### src/rtl/mips_pkg.sv
// Shared fetch-stage types: fetch FSM states, bubble word, opcode constants.
package mips_pkg;
  typedef logic [31:0] word_t;

  typedef enum logic [1:0] {
    BOOT = 2'd0,
    RUN  = 2'd1,
    HALT = 2'd2
  } fetch_state_t;

  localparam word_t NOP_INSTR = 32'h0000_0000;

  localparam logic [5:0] OP_RTYPE = 6'b000000;
  localparam logic [5:0] OP_LW    = 6'b100011;
  localparam logic [5:0] OP_SW    = 6'b101011;
  localparam logic [5:0] OP_BEQ   = 6'b000100;
endpackage

### src/rtl/if_id_reg.sv
// IF/ID pipeline register; bubble beats hold, hold (load=0) beats load.
module if_id_reg
  import mips_pkg::*;
#(
  parameter word_t NOP = mips_pkg::NOP_INSTR
) (
  input  logic  clk,
  input  logic  rst_n,
  input  logic  load,
  input  logic  bubble,
  input  word_t instr,
  input  word_t pc4,
  output word_t id_instr,
  output word_t id_pc4,
  output logic  id_valid
);
  always_ff @(posedge clk) begin
    if (!rst_n || bubble) begin
      id_instr <= NOP;
      id_pc4   <= '0;
      id_valid <= 1'b0;
    end else if (load) begin
      id_instr <= instr;
      id_pc4   <= pc4;
      id_valid <= 1'b1;
    end
  end
endmodule

### src/rtl/if_stage.sv
// Instruction fetch: PC register, +4 adder, BOOT/RUN/HALT fetch FSM, IF/ID register.
module if_stage
  import mips_pkg::*;
#(
  parameter word_t RESET_PC  = 32'h0000_0000,
  parameter word_t NOP_INSTR = mips_pkg::NOP_INSTR
) (
  input  logic        clk,
  input  logic        rst_n,
  input  logic        stall,
  input  logic        branch_taken,
  input  logic [31:0] branch_target,
  input  logic        halt,
  input  logic        restart,
  output logic [31:0] imem_addr,
  output logic        imem_en,
  input  logic [31:0] imem_rdata,
  output logic [31:0] if_id_instr,
  output logic [31:0] if_id_pc4,
  output logic        if_id_valid,
  output logic [5:0]  op
);
  fetch_state_t state;
  word_t        pc;
  word_t        pc_next4;
  logic         run;
  logic         load;
  logic         bubble;

  assign pc_next4  = pc + 32'd4;  // wraps mod 2^32 by width
  assign run       = (state == RUN);
  assign imem_addr = pc;
  assign imem_en   = rst_n && run;

  // Redirect outranks stall; halted cycles drain IF/ID with bubbles.
  assign bubble = (run && branch_taken) || (state == HALT);
  assign load   = run && !branch_taken && !stall;

  always_ff @(posedge clk) begin
    if (!rst_n) begin
      pc    <= RESET_PC;
      state <= BOOT;
    end else begin
      case (state)
        BOOT: state <= RUN;
        RUN: begin
          if (branch_taken)
            pc <= branch_target & ~32'd3;
          else if (!stall)
            pc <= pc_next4;
          if (halt)
            state <= HALT;
        end
        HALT: begin
          if (restart) begin
            pc    <= RESET_PC;
            state <= BOOT;
          end
        end
        default: state <= BOOT;
      endcase
    end
  end

  if_id_reg #(.NOP(NOP_INSTR)) u_if_id (
    .clk      (clk),
    .rst_n    (rst_n),
    .load     (load),
    .bubble   (bubble),
    .instr    (imem_rdata),
    .pc4      (pc_next4),
    .id_instr (if_id_instr),
    .id_pc4   (if_id_pc4),
    .id_valid (if_id_valid)
  );

  assign op = if_id_instr[31:26];
endmodule

### config.mk
export PLATFORM = sky130hd
export DESIGN_NAME = if_stage
export DESIGN_NICKNAME = d
export VERILOG_FILES = /design/src/rtl/mips_pkg.sv /design/src/rtl/if_id_reg.sv /design/src/rtl/if_stage.sv
export SDC_FILE = /design/constraint.sdc
export NUM_CORES = 1
export LEC_CHECK = 0
export BUFFER_PORTS_ARGS = -buffer_cell sky130_fd_sc_hd__buf_2
export CAP_MARGIN = 30
export CORE_MARGIN = 2
export CORE_UTILIZATION = 50
export DETAILED_ROUTE_END_ITERATION = 8
export PLACE_DENSITY = 0.81
export SLEW_MARGIN = 10
export SYNTH_ARGS = -nofsm -noshare
export SYNTH_HDL_FRONTEND = slang
export SYNTH_HIERARCHICAL = 1
export SYNTH_SLANG_ARGS = --single-unit
export TNS_END_PERCENT = 30
### constraint.sdc
create_clock -name clk -period 2.2 [get_ports clk]
set_input_delay 0 -clock clk [delete_from_list [all_inputs] [get_ports clk]]
set_output_delay 0 -clock clk [all_outputs]
set_load 0.005 [all_outputs]
[After elaboration in Yosys (flattened, before gate mapping)]
Index checks and enable logic that the tools add are counted.
Operators by class
  add/sub/neg operators: 1
  multipliers: 0
  div/mod/pow operators: 0
  $lt $le $gt $ge: 0
  equal/unequal tests: 5
  shifts and indexed selects: 0
  multiplexer cells: 7
  bitwise gates (word level): 0
  reductions and logical operators: 13
Operator list (number)
  two-way mux 32 bit: 3
  case mux 32 bit (2 select lines): 1
  adder 32 x 3 -> 32 bit (second input constant): 1
  case mux 2 bit (3 select lines): 1
  logical AND 1 bit: 4
  two-way mux 2 bit: 2
  != test 2 bit (second input constant): 2
  zero test 1 bit: 3
  != test 3 bit (second input constant): 1
  AND reduction 3 bit: 1
  == test 2 x 1 -> 1 bit (second input constant): 1
  == test 2 bit (second input constant): 1
  zero test 2 bit: 1
  logical OR 1 bit: 2
  AND reduction 2 bit: 1
  nonzero test 2 bit: 1
Word-level totals
  flip-flop bits (word level): 99
  latch bits: 0
  bits in writable memories: 0
  ROM bits: 0
  input port bits: 70
  word-level logic and storage cells: 31
  memories: 0

[Depth between registers and ports, before layout]
  depth after elaboration: 4
  gate-level depth with buffers: 9

[Modules after synthesis]
The synthesis kept the hierarchy.
Modules (own cells, without submodules)
  if_stage: times used 1, cells an instance 304, area an instance 2373.5 µm², seq. area each 640.6 µm²
  if_id_reg: times used 1, cells an instance 210, area an instance 2324.7 µm², seq. area each 1301.2 µm²

[Worst setup path after synthesis]
Ideal clock, no wire load.
  kind: register to register
  start point: register pc[2], in the netlist imem_addr[2]
  end point: register u_if_id.id_pc4[26]
  library setup time: 128 ps
  arrival time: 1825 ps
  required time: 2072 ps
  path slack: 247 ps
  stages on the path, launching flop included: 10
  period minus slack after synthesis: 1953 ps
  path through: dfxtp_1 -> ha_1 -> nand3_1 -> clkbuf_1 -> nor2_1 -> buf_2 -> nand4_1 -> xnor2_1 -> mux2i_1 -> nor2_1
Between the ends
  longest elaborated chain between the ends: 1
Ends and longest elaborated chain
  from (decl): RTL line if_stage.sv:24  | word_t pc;
  from (signal assigned): RTL line if_stage.sv:48  | pc <= branch_target & ~32'd3;
  from (signal assigned): RTL line if_stage.sv:50  | pc <= pc_next4;
  adder 32 x 3 -> 32 bit: RTL line if_stage.sv:30  | assign pc_next4 = pc + 32'd4;
  net pc_next4[26]: RTL line if_stage.sv:25  | word_t pc_next4;
  to (signal assigned): RTL line if_id_reg.sv:24  | id_pc4 <= pc4;
  to (decl): RTL line if_id_reg.sv:14  | output word_t id_pc4,
The timed path passes the listed nets, and every way through them passes these cells.
A chain may end at the register's enable or synchronous reset.

[Worst setup path in the final report]
  start point: register pc[11], in the netlist imem_addr[11]
  end point: register u_if_id.id_pc4[28]
Same word-level chain as after synthesis.

==> qor.txt <==
Final nets = 809
Unique masters post-synth = 57
Most frequent cells after synthesis = dfxtp_1, nor2_1, mux2i_1
DRT antenna net count = 0
Setup_tns = 0 ps
Power Total = 3.57 mW
Min-delay worst type = in -> reg
Synth-to-Final Area Change = 36.7%
Vias per cell = 5.37
Routed len/inst = 16.3 um
Largest net degree at the start of global routing = 40
Share of layout cells above drive strength 1 = 30.3%
Initial core utilization = 51.1%
Die ar. = 10,200 um2
Crit path launch type = register
Global-route usage over all layers = 26.5%
Final max-slew violation count = 0
Seq/Total Area, Yosys = 41.3%
# Max-Cap Violations = 0
Crit. End Element = register
Most frequent cell after synthesis = dfxtp_1
Row cnt = 35
Status = finished, final reports clean
CTS tree = yes
Die Width = 101 um
#FFs+latches synth = 97
Final period utilization = 92.6%
Setup violations, final = 0
CTS Buf Count = 9
Initial antenna violation count = 0
Synth top area cells = dfxtp_1, mux2i_1, nor2_1
First-pass GRT wire length = 21.4 mm
Leading area contributor after synthesis = dfxtp_1
Clock buffer depth = 2
Pwr/cell area = 556 nW/um2
Post-DP HPWL = 9.07 mm
Ys flop type = dfxtp_1
Maximum clock rate = 0.491 GHz
Clock Latency Late Sink = 370 ps
Worst path arrival time = 2290 ps
Top-area cell type share of the netlist area = 41.3%
CTS root buf = clkbuf_8
Final Util = 69.8%
Max VDD drop = 0.273 mV
RSZ-0062 raised after global routing = no
Cells after synthesis = 514
Ys Warns = 6
ANT cells = 0
Die Ht = 101 um
Leak = 2.93 nW
Buffers on Ports = 169
Drt drc = 0
Vias in the first global route = 4,381
Critical path class = reg -> reg
Worst-margin pin slew = 521 ps
Worst path required time = 2460 ps
Final wirelength = 13.9 mm
Synthesized area per cell = 9.14 um2
Worst-path clk slew = 100 ps
Post-synth EDFFs = 0
Crit path time final = 2040 ps
Final Hold Vio Count = 0
Total vias in the final route = 4,588
# clock sinks = 97
Crit-path max FO = 8
Grt ovf = 0
Initial DRC Count = 248
H-tree Lvls = 3
First-pass iteration count of the detailed router = 5
Clock Skew = 11.4 ps
Core area = 9200 um2
Cell area after synthesis = 4700 um2
Number of I/O pins = 174
GPL Wtd Cong = 0.839
Final hold slack = 3.37 ps
Post-synth ARST share = 0%
Slew HR = 65.2%
layout by cell type (no fill, tap or decap), types with 3 or more instances in the layout:
cell and n:
and3_1 5, buf_4 22, dfxtp_1 95, nor4_1 4, a31oi_1 4, nand2b_1 3, nor3_1 4, clkbuf_8 9
o31ai_1 3, nor4_4 4, dlygate4sd3_1 58, xnor2_1 19, nor2_1 81, nor2b_1 4, a21oi_1 12, inv_1 13
a21boi_0 3, nand2_1 30, and3b_1 3, xor2_1 8, o22ai_1 9, and2_1 8, nand4_4 3, buf_2 169
conb_1 4, o311ai_0 3, o21ai_0 21, a22oi_1 5, nand4_1 8, mux2i_1 69, a41oi_1 3, a32o_1 3
nand3_1 15, a21o_1 3, and4_1 5
per-layer routing:
layer	track usage [%]	up-vias	wire [um]
met5	0	-	0
met4	10.9	0	307
met3	4.65	29	1030
met2	45.5	211	6600
met1	32.7	2119	5960
li1	-	2229	-
registers in the layout, indices dropped and copies added, names as in the netlist:
signal and cells:
state 2, u_if_id/id_instr 32, imem_addr 30, u_if_id/id_pc4 32, u_if_id/id_valid 1
metrics by stage:
stage	instance area (um2)	worst slack (ps)	instances
after floorplan	4710	247	517
after global placement	5630	230	780
after detailed placement	5630	110	780
after CTS	6400	95.3	854
after global routing	6420	28.1	854
final	6420	163	854
cell families (layout without fill, tap and decap cells):
logic type | count (synthesis) | in the layout | synth area share [%]
other | 1 | 4 | 0.0798
multiplexers | 70 | 70 | 14.9
flip-flops | 97 | 97 | 41.3
AND/OR/NAND/NOR | 182 | 182 | 20.1
adder cells (fa/ha/maj) | 1 | 1 | 0.266
buffers and inverters | 55 | 281 | 6.92
XOR/XNOR | 27 | 27 | 5.03
AO/OA/AOI/OAI | 81 | 81 | 11.3
power by group:
group	switching, mW	leakage (nW)	internal [mW]
logic	0.281	2.05	0.295
clock network	0.673	0.0936	0.433
registers	0.0717	0.787	1.81
total	1.03	2.93	2.54
worst paths after layout:
| kind | start | to | slack, ps | depth (start not counted) |
|---|---|---|---|---|
| worst max-delay path | imem_addr[11] | u_if_id/id_pc4[28] | 160 | 7 |
| worst min-delay path | branch_target[8] | imem_addr[8] | 3 | 5 |
| worst max register to register | imem_addr[11] | u_if_id/id_pc4[28] | 160 | 7 |
| worst min register to register | u_if_id/id_valid | u_if_id/id_valid | 470 | 2 |
worst max-delay path, stage by stage, from the launching register on:
cell and delay (ps):
dfxtp_1 480, nand4_4 260, nor4_4 360, buf_4 210, nand4_1 190, xnor2_1 190
mux2i_1 180, nor2_1 50
final cells by class:
cell class / count / area (um2)
well taps: 111 / 139
clock buffers: 9 / 124
repair buffers: 251 / 1630
clock inverters: 7 / 61.3
multi-input cells: 365 / 2470
flip-flops and latches: 97 / 1940
fillers: 698 / 2780
inverters: 14 / 53.8
repair_timing:
item                       4_1_cts  5_1_grt
setup endpoints to repair        0        6
hold buffers                    58        0
setup buffers                    0        0
gates resized for setup          0        6
hold endpoints to repair        58        0
Power figures use the tool's default switching activity.
